--- config.mk ---
export PLATFORM = sky130hd
export DESIGN_NAME = key_port
export DESIGN_NICKNAME = d
export VERILOG_FILES = /design/src/rtl/key_port_pkg.sv /design/src/rtl/key_debounce.sv /design/src/rtl/key_port.sv
export SDC_FILE = /design/constraint.sdc
export NUM_CORES = 1
export LEC_CHECK = 0
export CAP_MARGIN = 20
export CORE_ASPECT_RATIO = 0.5
export CORE_MARGIN = 3
export CORE_UTILIZATION = 55
export DETAILED_ROUTE_END_ITERATION = 7
export GPL_TIMING_DRIVEN = 0
export PLACE_DENSITY_LB_ADDON = 0.05
export RECOVER_POWER = 25
export SETUP_SLACK_MARGIN = 0.02
export SLEW_MARGIN = 20
export SYNTH_ARGS = -nofsm -noshare
export SYNTH_HDL_FRONTEND = slang
export SYNTH_SLANG_ARGS = --single-unit
export TNS_END_PERCENT = 5
--- constraint.sdc ---
create_clock -name CLK -period 4.45 [get_ports CLK]
set_input_delay 1.335 -clock CLK [delete_from_list [all_inputs] [get_ports CLK]]
set_output_delay 1.335 -clock CLK [all_outputs]
set_load 0.03 [all_outputs]
--- src/rtl/key_port_pkg.sv ---
// key_port shared definitions: register map, idle level, count limit.
// Imported by the key debouncer and the key_port top.
package key_port_pkg;

    localparam logic [1:0] KP_STATE   = 2'd0;
    localparam logic [1:0] KP_PRESS   = 2'd1;
    localparam logic [1:0] KP_RELEASE = 2'd2;
    localparam logic [1:0] KP_PCOUNT  = 2'd3;

    localparam logic       KP_KEY_IDLE   = 1'b1;
    localparam logic [7:0] KP_PCOUNT_MAX = 8'd255;

    function automatic logic [7:0] kp_sat_add(
        input logic [7:0] a,
        input logic [7:0] b
    );
        logic [8:0] s;
        s = {1'b0, a} + {1'b0, b};
        return s[8] ? KP_PCOUNT_MAX : s[7:0];
    endfunction

endpackage

--- src/rtl/key_debounce.sv ---
// One key: 2-flop synchroniser, debounce counter and stable level.
// rise/fall strobe in the same cycle st is updated.
module key_debounce
    import key_port_pkg::*;
#(
    parameter int DEBOUNCE_CYCLES = 500000
) (
    input  logic clk,
    input  logic rst,
    input  logic key,
    output logic st,
    output logic rise,
    output logic fall
);

    localparam int CW = $clog2(DEBOUNCE_CYCLES);
    localparam logic [CW-1:0] CNT_MAX = CW'(DEBOUNCE_CYCLES - 1);

    logic [1:0]    sync;
    logic [CW-1:0] cnt;
    logic          key_s;
    logic          accept;

    assign key_s  = ~sync[1];
    assign accept = (key_s != st) && (cnt == CNT_MAX);
    assign rise   = accept & key_s;
    assign fall   = accept & ~key_s;

    always_ff @(posedge clk or posedge rst) begin
        if (rst) begin
            sync <= {2{KP_KEY_IDLE}};
            st   <= 1'b0;
            cnt  <= '0;
        end else begin
            sync <= {sync[0], key};
            if (key_s == st) begin
                cnt <= '0;
            end else if (accept) begin
                st  <= key_s;
                cnt <= '0;
            end else begin
                cnt <= cnt + 1'b1;
            end
        end
    end

endmodule

--- src/rtl/key_port.sv ---
// Memory-mapped key input port: sticky press/release flags,
// saturating press counter and a combinational read mux.
module key_port
    import key_port_pkg::*;
#(
    parameter int DEBOUNCE_CYCLES = 500000,
    parameter int NKEYS           = 4
) (
    input  logic             CLK,
    input  logic             RST,
    input  logic [NKEYS-1:0] KEY,
    input  logic [1:0]       ADDR,
    input  logic [15:0]      DATA,
    input  logic             WREN,
    output logic [15:0]      Q,
    output logic             IRQ
);

    logic [NKEYS-1:0] st;
    logic [NKEYS-1:0] rise;
    logic [NKEYS-1:0] fall;
    logic [NKEYS-1:0] press;
    logic [NKEYS-1:0] rel;
    logic [7:0]       pcount;
    logic [7:0]       n_press;
    logic             wr_press;
    logic             wr_rel;
    logic             wr_pcount;
    logic             unused_data;

    for (genvar i = 0; i < NKEYS; i++) begin : g_key
        key_debounce #(
            .DEBOUNCE_CYCLES(DEBOUNCE_CYCLES)
        ) u_deb (
            .clk (CLK),
            .rst (RST),
            .key (KEY[i]),
            .st  (st[i]),
            .rise(rise[i]),
            .fall(fall[i])
        );
    end

    always_comb begin
        n_press = 8'd0;
        for (int i = 0; i < NKEYS; i++) begin
            n_press = n_press + 8'(rise[i]);
        end
    end

    assign wr_press  = WREN && (ADDR == KP_PRESS);
    assign wr_rel    = WREN && (ADDR == KP_RELEASE);
    assign wr_pcount = WREN && (ADDR == KP_PCOUNT);
    assign unused_data = ^DATA[15:NKEYS];

    // Event sets are OR-ed in after the clear, so a set always wins.
    always_ff @(posedge CLK or posedge RST) begin
        if (RST) begin
            press  <= '0;
            rel    <= '0;
            pcount <= 8'd0;
        end else begin
            press  <= (press & ~({NKEYS{wr_press}} & DATA[NKEYS-1:0])) | rise;
            rel    <= (rel & ~({NKEYS{wr_rel}} & DATA[NKEYS-1:0])) | fall;
            pcount <= kp_sat_add(wr_pcount ? 8'd0 : pcount, n_press);
        end
    end

    always_comb begin
        Q = 16'd0;
        unique case (ADDR)
            KP_STATE:   Q = 16'(st);
            KP_PRESS:   Q = 16'(press);
            KP_RELEASE: Q = 16'(rel);
            KP_PCOUNT:  Q = {8'd0, pcount};
        endcase
    end

    assign IRQ = |press;

endmodule

After elaboration in Yosys (flattened, before gate mapping)
Cells that the tools add are included.
Operators by class
  add/subtract/negate cells: 8
  equal/unequal tests: 15
  muxes and demuxes: 11
  bitwise operators: 24
  reductions and logical operators: 13
Operator list (count)
  $mux W19: 8
  $add A19 B1 Y19 const B: 4
  $eq A19 B19 Y1 const B: 4
  $pmux W16 S4: 1
  $and A4 B4 Y4: 4
  $mux W8: 2
  $add A8 B4 Y9: 1
  $and A1 B1 Y1: 8
  $not A1 Y1: 8
  $not A4 Y4: 2
  $or A4 B4 Y4: 2
  $reduce_and A2 Y1: 4
  $logic_and A1 B1 Y1: 7
  $add A3 B1 Y4: 1
  $eq A1 B1 Y1: 4
  $eq A2 B2 Y1 const B: 2
  $ne A1 B1 Y1: 4
  $reduce_or A4 Y1: 1
  $add A2 B1 Y3: 1
  $add A1 B1 Y2: 1
  $eq A2 B1 Y1 const B: 1
  $logic_not A2 Y1: 1
Storage, ports and cells
  register bits after elaboration: 104
  input bits: 25
  logic and storage cells: 86

Depth between registers and ports, before layout
  word-level depth: 9
  mapped depth: 13
  mapped depth without buffers: 12

Hierarchy
A second synthesis with hierarchy kept.
Second synthesis, totals
  cell total of the unflattened synthesis: 522
  area total of the unflattened synthesis: 5340.1 um^2
Modules (own cells, without submodules)
  key_debounce: times used 4, cells each 107, area each 1084.8 um^2, seq. area each 553.0 um^2
  key_port: times used 1, cells each 94, area each 1001.0 um^2, seq. area each 400.4 um^2

Least setup slack after synthesis
Ideal clock, no wire load.
  path type: input-to-reg
  start: in ADDR[1]
  end: reg pcount[3]
  arrival time: 3.846 ns
  required time: 4.367 ns
  path slack: 0.521 ns
  cell stages on the path: 11
  cells stage by stage: clkbuf_1 nand3_1 and2_1 fa_1 inv_1 fa_1 inv_1 fa_1 nand2_1 or3_1 o21ai_0
On the way
  word-level cells in the longest chain between the ends: 5
RTL lines
  start, declared: line key_port.sv:12  | input logic [1:0] ADDR,
  $eq A2 B2 Y1: line key_port.sv:53  | assign wr_pcount = WREN && (ADDR == KP_PCOUNT);
  $logic_and A1 B1 Y1: line key_port.sv:53
  $mux W8: line key_port.sv:65  | pcount <= kp_sat_add(wr_pcount ? 8'd0 : pcount, n_press);
  $add A8 B4 Y9: line key_port_pkg.sv:18  | s = {1'b0, a} + {1'b0, b};
  $mux W8: line key_port_pkg.sv:19  | return s[8] ? KP_PCOUNT_MAX : s[7:0];
  end signal, assigned: line key_port.sv:65
  end, declared: line key_port.sv:24  | logic [7:0] pcount;
Every way passes these cells.
A chain may end at the register's enable or synchronous reset.

Final worst setup path
  start: in ADDR[0]
  end: out Q[0]
On the way
  word-level cells in the longest chain between the ends: 2
RTL lines
  $eq A2 B2 Y1 (tied with other cells): line key_port.sv:71  | unique case (ADDR)
  $pmux W16 S4 *: line key_port.sv:71
  end, declared: line key_port.sv:15  | output logic [15:0] Q,
Every way passes the cells marked *; elsewhere a longest branch is shown, timed or not. The select of a mux whose other input is x is not followed.

==> results.ini <==
[cts]
cts_setup_buffers = 0
cts_buffer_depth = 2
ctsResizeCount = 5
ctsHoldBuffers = 0
cts_buffers = 9
cts_tree = yes
path_clk_slew_ns = 0.07
clockRootBuffer = clkbuf_16
cts.sinks = 104
clk_latency_ns = 0.34
h-tree-depth = 3

[place]
dpl-instance-area_um2 = 5680
port_buffers = 21
gp_congestion = 0.845
hpwl_mm = 7.15

[critical_path]
reg2reg_from = g_key[0].u_deb.cnt[0]$_DFF_PP0_
endpoint_kind = output pin
path_max_fanout = 3
crit_start = ADDR[0]
critPathKind = in -> out
worstPathArrival_ns = 2.99
reg2reg_to = pcount[5]$_DFF_PP0_
reg2reg_depth = 13
startpoint_type = input port
critPathRequiredTime_ns = 3.12
ff2ff_setup_slack_ns = 0.71

[hold_path]
holdPathStages = 0
min_to = g_key[1].u_deb.sync[1]$_DFF_PP1_
hp-class = reg -> reg
min_from = g_key[1].u_deb.sync[0]$_DFF_PP1_

[timing]
setup-violations-final = 0
fmax_mhz = 231
whs_ns = 0.357
min_period_ns = 4.33
skew_ns = 0.00631
slew_headroom_pct = -45.1
hold_viol = 0
finalMaxSlewViolations = 48
post-route-period-util_pct = 97.2
rsz0062_at_grt = false
max_slew.worst_pin.slew_ns = 2.17

[floorplanning]
ioPinCount = 42
die_y_um = 75.2
rows = 24
die_x_um = 144
dieArea_um2 = 10900
design.core.area_um2 = 9010
start_util_pct = 58.5

[global_route]
grt_pass1_wl_mm = 17.3
met2_usage_pct = 32.1
use_met3_pct = 5.14
grt_use_met1_pct = 28.2
grt_pass1_vias = 3627
grt_max_degree = 58
grt.busiest_layer = met2
antenna_found_initial = 0
track_usage_pct = 20.0
gr-total-overflow = 0

[final_layout]
antennaDiodeCount = 0
regArea_um2 = 2610
final_nets = 608
nFillCells = 725
area_growth_pct = 13.9
stdcell_area_um2 = 6000
drive_gt1_share_pct = 8.10
multi_input_area_um2 = 2510

[synth]
syn_inst = 535
yosysWarnings = 0
synth_top_cell_by_area = dfrtp_1
synth_top_area_share_pct = 45.6
seq_area_frac_synth_pct = 49.6
ys_seq_elements = 104
synth_edf_count = 0
synth_cell_types = 45
yosysMostFrequentCell = dfrtp_1
async_flop_share_pct = 100
syn_area_per_cell_um2 = 9.85
ys_top_cells_by_area = dfrtp_1 (46%), xnor2_1 (4.7%), dfstp_2 (4.0%), xor2_1 (4.0%), nor2_1 (3.9%)
synth_area_um2 = 5270
yosys_most_used_dff = dfrtp_1
yosys-top-cells-count = dfrtp_1 (96), nor2_1 (55), nand2_1 (35)

[run_status]
status = complete, but fails checks
violations = capacitance limit, slew limit

[routing]
initialDrtViolationCount = 311
vias = 3966
drc_errors = 0
routed_wire_length_per_instance_um = 14.5
routed_wl_mm = 10.1
ant_nets = 0
dr.pass1.iters = 5
viasPerCell = 5.69

[pwr]
power-per-cell-area_nw_per_um2 = 318
p_leak_uw = 0.00248
irDropWorstVdd_uv = 201

[job]
maxCapViolations = 1

## worst max-delay path, cell delays in order
cell             delay [ns]
clkdlybuf4s50_1        0.53
mux4_2                 0.52
clkdlybuf4s50_1        0.61
## where the power goes
group | switching, uW | leakage [uW] | internal, uW | total [uW]
clock network | 333 | 0.000159 | 497 | 831
logic | 61.3 | 0.000903 | 36.2 | 97.5
registers | 15.0 | 0.00141 | 964 | 979
## cells by family after synthesis
kind of cell	count (synthesis)	synth area share (%)
multiplexers	7	2.28
adder cells (fa/ha/maj)	8	2.33
AND/OR/NAND/NOR	250	25.8
XOR/XNOR	52	8.65
other	1	0.0712
AO/OA/AOI/OAI	76	8.03
flip-flops	104	49.6
buffers and inverters	37	3.28
## metrics by stage
| step | util (%) | worst slack (ns) | total power, uW | std cells | TNS [ns] |
|---|---|---|---|---|---|
| 2_1_floorplan | - | 0.396 | 1060 | 542 | 0 |
| 4_1_cts | 66.6 | 0.0548 | 1930 | 697 | 0 |
| 3_3_place_gp | 62.7 | -1.17 | 1090 | 680 | -115.97 |
| 6_report | 66.6 | 0.122 | 1910 | 697 | 0 |
| 3_5_place_dp | 63.1 | -0.404 | 1100 | 681 | -3.69 |
| 5_1_grt | 66.6 | 0.0254 | 1980 | 697 | 0 |
## state kept, by name, indices dropped and copies added, names as in the netlist
| signal | count |
|---|---|
| rel | 4 |
| g_key.u_deb.cnt | 76 |
| g_key.u_deb.st | 4 |
| press | 4 |
| pcount | 8 |
| g_key.u_deb.sync | 8 |
## how the worst max path moves through the flow
| stage | to | slack (ns) | cells after the start |
|---|---|---|---|
| 5_1_grt | pcount[4]$_DFF_PP0_ | 0.03 | 12 |
| 3_3_place_gp | g_key[3].u_deb.cnt[9]$_DFF_PP0_ | -1.17 | 2 |
| 6_report | Q[0] | 0.12 | 3 |
| 2_1_floorplan | g_key[0].u_deb.cnt[0]$_DFF_PP0_ | 0.40 | 1 |
| 4_1_cts | Q[0] | 0.05 | 4 |
| 3_5_place_dp | pcount[5]$_DFF_PP0_ | -0.40 | 12 |
## final cells by class
class,instances,share of cell area (%)
sequential,104,43.5
multi-input combinational,401,41.8
clock buffer,14,4.73
timing repair buffer,22,3.90
tap,117,2.44
buffer,21,2.00
inverter,16,1.02
clock inverter,2,0.584
## layout by cell type, fill, tap and decap left out, types with 9 or more instances in the layout
| cell type | instances |
|---|---|
| dfrtp_1 | 96 |
| xnor2_1 | 28 |
| clkdlybuf4s50_1 | 13 |
| clkbuf_16 | 9 |
| nand4_1 | 25 |
| and4_1 | 9 |
| o21ai_0 | 32 |
| or4_1 | 11 |
| nand2_1 | 35 |
| nor2_1 | 55 |
| or3_1 | 22 |
| a21oi_1 | 24 |
| nand3_1 | 30 |
| and3_1 | 14 |
| xor2_1 | 24 |
| o31ai_1 | 9 |
| clkbuf_1 | 9 |
| inv_1 | 14 |
## metal layers
layer	wire length, um	vias to the layer above	share of wire (%)
li1	-	1991	-
met1	5040	1899	50
met2	4610	68	46
met3	359	8	3.6
met4	77	0	0.76
met5	0	-	0
Note: power is estimated with default switching activity, not from simulation.
